==> config.mk <==
export PLATFORM = sky130hd
export DESIGN_NAME = decode_stage_flat
export DESIGN_NICKNAME = d
export VERILOG_FILES = /design/src/rtl/decode_stage_if.sv /design/src/rtl/decode_stage.sv /design/src/flat_wrapper.sv
export SDC_FILE = /design/constraint.sdc
export NUM_CORES = 1
export LEC_CHECK = 0
export CELL_PAD_IN_SITES_DETAIL_PLACEMENT = 0
export CELL_PAD_IN_SITES_GLOBAL_PLACEMENT = 2
export CORE_ASPECT_RATIO = 2
export CORE_MARGIN = 3
export CORE_UTILIZATION = 46
export CTS_BUF_LIST = sky130_fd_sc_hd__clkbuf_2 sky130_fd_sc_hd__clkbuf_4 sky130_fd_sc_hd__clkbuf_8
export DETAILED_ROUTE_END_ITERATION = 10
export DONT_BUFFER_PORTS = 1
export PLACE_DENSITY = 0.87
export SLEW_MARGIN = 20
export SYNTH_ARGS = -nofsm -noshare
export SYNTH_HDL_FRONTEND = slang
export SYNTH_SLANG_ARGS = --single-unit
==> constraint.sdc <==
create_clock -name clk -period 12 [get_ports clk]
set_input_delay 3.6 -clock clk [delete_from_list [all_inputs] [get_ports clk]]
set_output_delay 3.6 -clock clk [all_outputs]
set_load 0.01 [all_outputs]
==> src/rtl/decode_stage_if.sv <==
// rtl/decode_stage_if.sv - ID stage handshake, write-back and ID/EX output bundle
interface decode_stage_if #(
    parameter int DATA_W = 8
);
    logic              flush;
    logic              ex_stall;
    logic              in_valid;
    logic [15:0]       instruction;
    logic              in_ready;
    logic              wb_en;
    logic [2:0]        wb_reg;
    logic [DATA_W-1:0] wb_data;
    logic              out_valid;
    logic [3:0]        out_opcode;
    logic [2:0]        out_rs1;
    logic [2:0]        out_rs2;
    logic [2:0]        out_rd;
    logic              out_rd_we;
    logic [DATA_W-1:0] out_rdata1;
    logic [DATA_W-1:0] out_rdata2;
    logic [DATA_W-1:0] out_imm;
    logic              hazard_stall;

    modport master (
        output flush, ex_stall, in_valid, instruction, wb_en, wb_reg, wb_data,
        input  in_ready, out_valid, out_opcode, out_rs1, out_rs2, out_rd,
               out_rd_we, out_rdata1, out_rdata2, out_imm, hazard_stall
    );

    modport slave (
        input  flush, ex_stall, in_valid, instruction, wb_en, wb_reg, wb_data,
        output in_ready, out_valid, out_opcode, out_rs1, out_rs2, out_rd,
               out_rd_we, out_rdata1, out_rdata2, out_imm, hazard_stall
    );
endinterface

==> src/rtl/decode_stage.sv <==
// rtl/decode_stage.sv - registered ID stage: decode, regfile with bypass, load-use bubble, ID/EX register
module decode_stage #(
    parameter int         DATA_W    = 8,
    parameter bit         WB_BYPASS = 1'b1,
    parameter logic [3:0] LOAD_OP   = 4'b1001
) (
    input logic            clk,
    input logic            reset,
    decode_stage_if.slave  bus
);
    logic [15:0]       instr;
    logic [3:0]        op;
    logic [2:0]        rs1, rs2, rd;
    logic              use_rs1, use_rs2, rd_we;
    logic [DATA_W-1:0] imm;
    logic [DATA_W-1:0] rdata1, rdata2;
    logic              hazard;

    logic [DATA_W-1:0] rf [8];

    logic              q_valid;
    logic [3:0]        q_opcode;
    logic [2:0]        q_rs1, q_rs2, q_rd;
    logic              q_rd_we;
    logic [DATA_W-1:0] q_rdata1, q_rdata2, q_imm;

    // Field decode; an empty slot decodes as the E-opcode NOP so it carries no register uses.
    always_comb begin
        instr   = bus.in_valid ? bus.instruction : 16'hE000;
        op      = instr[15:12];
        rs1     = 3'd0;
        rs2     = 3'd0;
        rd      = 3'd0;
        use_rs1 = 1'b0;
        use_rs2 = 1'b0;
        rd_we   = 1'b0;
        imm     = '0;
        case (op)
            4'h0, 4'h1, 4'h2, 4'h3, 4'h4, 4'h5: begin
                rs1 = instr[11:9]; rs2 = instr[8:6]; rd = instr[5:3];
                use_rs1 = 1'b1; use_rs2 = 1'b1; rd_we = 1'b1;
            end
            4'h6, 4'h7, 4'h9: begin
                rs1 = instr[8:6]; rd = instr[11:9];
                use_rs1 = 1'b1; rd_we = 1'b1;
                imm = DATA_W'($signed(instr[5:0]));
            end
            4'h8: begin
                rs1 = instr[8:6]; rs2 = instr[11:9];
                use_rs1 = 1'b1; use_rs2 = 1'b1;
                imm = DATA_W'($signed(instr[5:0]));
            end
            4'hA: begin
                rd = instr[11:9]; rd_we = 1'b1;
                imm = DATA_W'($signed(instr[7:0]));
            end
            4'hB, 4'hC: begin
                rs1 = instr[11:9]; rs2 = instr[8:6];
                use_rs1 = 1'b1; use_rs2 = 1'b1;
                imm = DATA_W'($signed(instr[5:0]));
            end
            default: ;
        endcase
    end

    // Asynchronous operand read, optionally forwarding the write-back landing this same edge.
    always_comb begin
        rdata1 = rf[rs1];
        rdata2 = rf[rs2];
        if (WB_BYPASS && bus.wb_en && bus.wb_reg == rs1) rdata1 = bus.wb_data;
        if (WB_BYPASS && bus.wb_en && bus.wb_reg == rs2) rdata2 = bus.wb_data;
    end

    // Load-use detection against the instruction now sitting in ID/EX.
    always_comb begin
        hazard = bus.in_valid & q_valid & (q_opcode == LOAD_OP) & q_rd_we &
                 ((use_rs1 & (rs1 == q_rd)) | (use_rs2 & (rs2 == q_rd)));
    end

    // Reset outranks everything, so nothing is consumed or bubbled while it is held.
    assign bus.in_ready     = ~reset & ~bus.ex_stall & ~hazard & ~bus.flush;
    assign bus.hazard_stall = ~reset & hazard & ~bus.ex_stall & ~bus.flush;

    // Register file write; reset clears every entry and ignores a concurrent write.
    always_ff @(posedge clk) begin
        if (reset) begin
            for (int i = 0; i < 8; i++) rf[i] <= '0;
        end else if (bus.wb_en) begin
            rf[bus.wb_reg] <= bus.wb_data;
        end
    end

    // ID/EX register: reset/flush clear, stall holds, hazard bubbles, otherwise latch decode.
    always_ff @(posedge clk) begin
        if (reset || bus.flush || (!bus.ex_stall && hazard)) begin
            q_valid  <= 1'b0;
            q_opcode <= 4'd0;
            q_rs1    <= 3'd0;
            q_rs2    <= 3'd0;
            q_rd     <= 3'd0;
            q_rd_we  <= 1'b0;
            q_rdata1 <= '0;
            q_rdata2 <= '0;
            q_imm    <= '0;
        end else if (!bus.ex_stall) begin
            q_valid  <= bus.in_valid;
            q_opcode <= op;
            q_rs1    <= rs1;
            q_rs2    <= rs2;
            q_rd     <= rd;
            q_rd_we  <= rd_we;
            q_rdata1 <= rdata1;
            q_rdata2 <= rdata2;
            q_imm    <= imm;
        end
    end

    assign bus.out_valid  = q_valid;
    assign bus.out_opcode = q_opcode;
    assign bus.out_rs1    = q_rs1;
    assign bus.out_rs2    = q_rs2;
    assign bus.out_rd     = q_rd;
    assign bus.out_rd_we  = q_rd_we;
    assign bus.out_rdata1 = q_rdata1;
    assign bus.out_rdata2 = q_rdata2;
    assign bus.out_imm    = q_imm;
endmodule

==> src/flat_wrapper.sv <==
// flat-port wrapper written by rule: the top's interface ports become plain ports
module decode_stage_flat 
#(
    parameter int         DATA_W    = 8,
    parameter bit         WB_BYPASS = 1'b1,
    parameter logic [3:0] LOAD_OP   = 4'b1001
)
  (clk, reset, bus_flush, bus_ex_stall, bus_in_valid, bus_instruction, bus_wb_en, bus_wb_reg, bus_wb_data, bus_in_ready, bus_out_valid, bus_out_opcode, bus_out_rs1, bus_out_rs2, bus_out_rd, bus_out_rd_we, bus_out_rdata1, bus_out_rdata2, bus_out_imm, bus_hazard_stall);
  decode_stage_if #(.DATA_W(DATA_W)) bus_i ();
  input logic clk;
  input logic reset;
  input wire logic [$bits(bus_i.flush)-1:0] bus_flush;
  input wire logic [$bits(bus_i.ex_stall)-1:0] bus_ex_stall;
  input wire logic [$bits(bus_i.in_valid)-1:0] bus_in_valid;
  input wire logic [$bits(bus_i.instruction)-1:0] bus_instruction;
  input wire logic [$bits(bus_i.wb_en)-1:0] bus_wb_en;
  input wire logic [$bits(bus_i.wb_reg)-1:0] bus_wb_reg;
  input wire logic [$bits(bus_i.wb_data)-1:0] bus_wb_data;
  output wire logic [$bits(bus_i.in_ready)-1:0] bus_in_ready;
  output wire logic [$bits(bus_i.out_valid)-1:0] bus_out_valid;
  output wire logic [$bits(bus_i.out_opcode)-1:0] bus_out_opcode;
  output wire logic [$bits(bus_i.out_rs1)-1:0] bus_out_rs1;
  output wire logic [$bits(bus_i.out_rs2)-1:0] bus_out_rs2;
  output wire logic [$bits(bus_i.out_rd)-1:0] bus_out_rd;
  output wire logic [$bits(bus_i.out_rd_we)-1:0] bus_out_rd_we;
  output wire logic [$bits(bus_i.out_rdata1)-1:0] bus_out_rdata1;
  output wire logic [$bits(bus_i.out_rdata2)-1:0] bus_out_rdata2;
  output wire logic [$bits(bus_i.out_imm)-1:0] bus_out_imm;
  output wire logic [$bits(bus_i.hazard_stall)-1:0] bus_hazard_stall;
  assign bus_i.flush = bus_flush;
  assign bus_i.ex_stall = bus_ex_stall;
  assign bus_i.in_valid = bus_in_valid;
  assign bus_i.instruction = bus_instruction;
  assign bus_i.wb_en = bus_wb_en;
  assign bus_i.wb_reg = bus_wb_reg;
  assign bus_i.wb_data = bus_wb_data;
  assign bus_in_ready = bus_i.in_ready;
  assign bus_out_valid = bus_i.out_valid;
  assign bus_out_opcode = bus_i.out_opcode;
  assign bus_out_rs1 = bus_i.out_rs1;
  assign bus_out_rs2 = bus_i.out_rs2;
  assign bus_out_rd = bus_i.out_rd;
  assign bus_out_rd_we = bus_i.out_rd_we;
  assign bus_out_rdata1 = bus_i.out_rdata1;
  assign bus_out_rdata2 = bus_i.out_rdata2;
  assign bus_out_imm = bus_i.out_imm;
  assign bus_hazard_stall = bus_i.hazard_stall;
  decode_stage #(.DATA_W(DATA_W), .WB_BYPASS(WB_BYPASS), .LOAD_OP(LOAD_OP)) u_core (.clk(clk), .reset(reset), .bus(bus_i));
endmodule
======== Yosys cells after proc, flatten, opt, wreduce, memory -nomap -nowiden ========
Memory sizes are Yosys's and may differ from the RTL's. A register that Yosys moved wholly into a read port is not among the register bits.
Cells that the tools add are included.
cells by class
  muxes and demuxes ....................... 16
  bitwise gates (word level) .............. 17
  reduce and logical (&&, ||, !) cells .... 16
  equal/unequal tests ..................... 15
operator list
  kind                                                                   count
  4-bit equality test, second input constant                             6
  3-bit one-hot mux with 2 select lines                                  3
  4-bit by 3-bit equality test with 1-bit output, second input constant  4
  16-bit 2-to-1 mux                                                      1
  8-bit one-hot mux with 2 select lines                                  1
  8-bit OR reduction                                                     2
  1-bit bitwise AND                                                      12
  12-bit OR reduction                                                    1
  6-bit OR reduction                                                     2
  10-bit OR reduction                                                    1
  1-bit 2-to-1 mux                                                       9
  9-bit OR reduction                                                     1
  4-bit by 2-bit equality test with 1-bit output, second input constant  2
  8-bit 2-to-1 mux                                                       1
  4-bit OR reduction                                                     2
  3-bit equality test                                                    2
  4-bit by 1-bit equality test with 1-bit output, second input constant  1
  4-bit zero test                                                        1
  1-bit inverter                                                         4
  1-bit zero test                                                        3
  3-bit 2-to-1 mux                                                       1
  1-bit logical OR                                                       2
  1-bit logical AND                                                      1
  1-bit OR                                                               1
storage, ports and cells
  memories ................................ 1
  memory bits (writable) .................. 64
  input bits .............................. 33
  register bits ........................... 23
  output and inout bits ................... 41
memories
  name       depth  bits a word  read ports  clocked after Yosys merged registers in  wr ports  line                text
  u_core.rf  8      8            2           2                                        8         decode_stage.sv:19  logic [DATA_W-1:0] rf [8];

======== Longest topological paths before layout ========
  depth in word-level cells ............... 11
  depth in mapped cells ................... 10

======== Worst setup path before layout ========
No wires, ideal clock.
  kind .................................... input port to output port
  start point ............................. input port bus_instruction[14]
  end point ............................... output port bus_in_ready
  arrival time ............................ 5.442 ns
  buffers on the path ..................... 3
  slack ................................... 2.958 ns
  data required time ...................... 8.400 ns
  cell stages on the path ................. 10
  path through ............................ buf_2 > buf_2 > mux2i_1 > nand2_1 > a41oi_1 > mux2i_1 > a32oi_1 > nand2_1 > buf_2 > inv_1
on the way
  cells in the longest elaborated chain, start to end .. 11
RTL lines
  item                                                                              line                text
  from (decl)                                                                       flat_wrapper.sv:15  input wire logic [$bits(bus_i.instruction)-1:0] bus_instruction;
  16-bit 2-to-1 mux *                                                               decode_stage.sv:29  instr = bus.in_valid ? bus.instruction : 16'hE000;
  4-bit by 1-bit equality test with 1-bit output, or another cell as far along      decode_stage.sv:38  case (op)
  8-bit OR reduction (no source line) / 4-bit OR reduction (equally long branches)  -
  3-bit one-hot mux with 2 select lines                                             decode_stage.sv:38
  3-bit equality test                                                               decode_stage.sv:77  ((use_rs1 & (rs1 == q_rd)) | (use_rs2 & (rs2 == q_rd)));
  1-bit bitwise AND                                                                 decode_stage.sv:77
  1-bit OR *                                                                        decode_stage.sv:77
  1-bit bitwise AND *                                                               decode_stage.sv:76  hazard = bus.in_valid & q_valid & (q_opcode == LOAD_OP) & q_rd_we &
  1-bit inverter *                                                                  decode_stage.sv:81  assign bus.in_ready = ~reset & ~bus.ex_stall & ~hazard & ~bus.flush;
  1-bit bitwise AND * (2 in a row)                                                  decode_stage.sv:81
  to (decl)                                                                         flat_wrapper.sv:19  output wire logic [$bits(bus_i.in_ready)-1:0] bus_in_ready;
Every way passes the cells marked *; elsewhere a longest branch is shown, timed or not.

======== Final worst setup path ========
  start point ............................. input port bus_instruction[15]
  end point ............................... output port bus_in_ready
Same word-level chain as after synthesis.

==> run metrics <==
Total Wirelength 17,960 um; Mean Syn Cell Area 10.74 um^2; total track usage 25.74%; total core area 12,200 um^2; main area contributors after synthesis edfxtp_1 (33%), dfxtp_1 (14%), mux2i_1 (8.7%); share of layout cells above drive strength 1 10.42%; Longest Clk Path Bufs 2; placed insts 659; Post-CTS Hold Buffers 0; Tmin final 9.479 ns; width of the die 85.10 um; Cell variety after synth 66; register bit total from synthesis 103; register area 2703 um^2; nets 556; Mapped Cells 536; # DRC 0; Worst Path Arrival 5.88 ns; vias in the first global route 4,406; CTS tree yes; # setup viols final 0; CTS root buffer clkbuf_8; Die H 164.2 um; Slew @ Worst Pin 0.9021 ns; reg2reg setup slack 9.34 ns; WP buf/inv 1; PD cells 122.5 nW/um^2; routed len/inst 26.60 um; EDFF count, synth 64; first-pass GRT wire length 26,140 um; Post-CTS Setup Bufs 0; endpoints failing hold 0; startpoint types input port; vias 4,325; routability cong. 0.9208; Top FF cell, synth edfxtp_1; crit-path max FO 18; LEAKAGE 2.458 nW; # Max-Cap Violations 0; die area 13,970 um^2; Data required, critical path 8.40 ns; clock slew at reported path FFs 0.11 ns; Async SR Flop Fraction 0%; Layout area overhead 5.391%; total global routing overflow 0; I/O Buffers 0; post-synth top area cell edfxtp_1; Filler cells 1,140; slowest stage delay, CP 0.72 ns; worst-path cell chain nor3b_2, a211oi_1, a31oi_1, and4_1, a32oi_1, nand2_1, inv_1; clk_lat worst skew 0.37 ns; Ys Warns 0; Max Clock Skew 0.01265 ns; H-Tree Depth 3; final std cells w/o fill 675; DR pass1 iterations 4; peak supply drop 0.00009246 V; multi-input logic area 2920 um^2; drt initial violations 238; CP max stage cell a211oi_1; Slew Viols, Final 0; critical path class in2out; Via density 6.407; Clock Sinks 103; Post-Syn Nets 569; IO Pins 74; Max-Slew Margin vs Limit 39.40%; share of the synthesized area in the top cell type 33.39%; sequential share of the synthesized area 46.96%; final clock period utilization by the worst path 79.00%; Worst Setup End Kind output port; sum of negative setup slack 0 ns; Top Family by Delay on Critical Path compound AO/OA/AOI/OAI gates; Starting Density 47.19%; Antenna diodes 0; cts bufs inserted 9; DRT antenna net count 0; FP Rows 57; post-DP HPWL 13,290 um; initial antenna violation count 0; pin count of the biggest net entering global routing 37; RSZ-0062 raised after global routing false; outcome complete, no violations; worst min path class reg2reg; CTS-repair resized insts 0; most frequent cell after synthesis and2_1; maximum clock frequency 105.5 MHz; synthesized cell area 5756 um^2; most frequent cells after synthesis and2_1 (73), edfxtp_1 (64), mux2i_1 (50)
flip-flops by register name, summed over array words and instances (netlist names):
signal                 count
u_core.bus.out_rdata2      8
u_core.bus.out_rs1         3
u_core.bus.out_rd          3
u_core.rf                 64
u_core.bus.out_valid       1
u_core.bus.out_rd_we       1
u_core.bus.out_opcode      4
u_core.bus.out_rdata1      8
u_core.bus.out_imm         8
u_core.bus.out_rs2         3
worst reg2reg max path, stage by stage (launching register included):
cell	delay, ns
dfxtp_1	0.45
and3b_1	0.28
a32o_1	0.18
a31oi_1	0.05
and4_1	0.24
a32oi_1	0.34
o21a_1	0.75
o221a_2	0.33
cells by family after synthesis:
group	count (synthesis)	share of synthesized area, %
compound gates	123	17.39
xor+xnor	6	0.9132
buf+inv	35	2.804
flops	103	46.96
mux	66	11.83
simple gates	203	20.11
cells in the final DEF (no fill, tap or decap), types with 8 or more instances in the layout:
master / synthesis / routed
and2_1: 73 / 73
dfxtp_1: 39 / 39
nor2_1: 15 / 15
or2_2: 9 / 9
mux2_2: 16 / 16
clkbuf_8: 0 / 9
mux2i_1: 50 / 50
o21ai_0: 12 / 12
o21ai_1: 10 / 10
nor3_1: 15 / 13
o2111a_1: 8 / 8
nand2b_1: 17 / 17
nand3_1: 15 / 15
nand2_1: 32 / 32
a21o_1: 12 / 12
a22oi_1: 18 / 18
o211a_1: 8 / 8
edfxtp_1: 64 / 64
report_power, final:
| group | internal, W | switching [W] | total (W) |
|---|---|---|---|
| sequential | 0.000394 | 0.0000151 | 0.000409 |
| combinational | 0.0000440 | 0.0000580 | 0.000102 |
| clock | 0.000103 | 0.000129 | 0.000232 |
path summary, 6_finish.rpt:
check / startpoint / endpoint / cells past startpoint
worst max-delay path: bus_instruction[15] / bus_in_ready / 7
worst min-delay path: u_core.bus.out_rs2[2] / u_core.bus.out_rs2[2] / 2
worst max register to register: u_core.bus.out_rd[2] / u_core.bus.out_rdata1[7] / 7
worst min register to register: u_core.bus.out_rs2[2] / u_core.bus.out_rs2[2] / 2
cell type report:
| type | instances | share of cell area, % |
|---|---|---|
| Multi-Input combinational cell | 398 | 48.14 |
| Sequential cell | 103 | 44.55 |
| Tap cell | 147 | 3.032 |
| Clock buffer | 10 | 2.166 |
| Clock inverter | 6 | 1.300 |
| Inverter | 9 | 0.5569 |
| Timing Repair Buffer | 2 | 0.2475 |
per-stage QoR:
stage	util, %	total power [W]	hold WS [ns]	cell area [um^2]	setup WS (ns)
6_report	49.74	0.0007434	0.5165	6066	2.521
5_1_grt	49.74	0.0007708	0.5389	6066	2.329
4_1_cts	49.58	0.0007474	0.5263	6047	2.540
2_1_floorplan	-	0.0004946	0.4738	5756	2.958
3_5_place_dp	47.86	0.0005186	0.5082	5837	2.541
3_3_place_gp	47.86	0.0005165	0.4979	5837	2.563
per-layer routing:
metal / part of all wire, % / vias up / GRT usage, % / wire length, um
met5: 0 / - / 0 / 0
li1: - / 1994 / - / -
met3: 5.6 / 45 / 5.622 / 1004
met1: 33 / 2144 / 25.22 / 5939
met4: 5.7 / 0 / 14.70 / 1026
met2: 56 / 142 / 48.34 / 9985
Power figures use the tool's default switching activity.
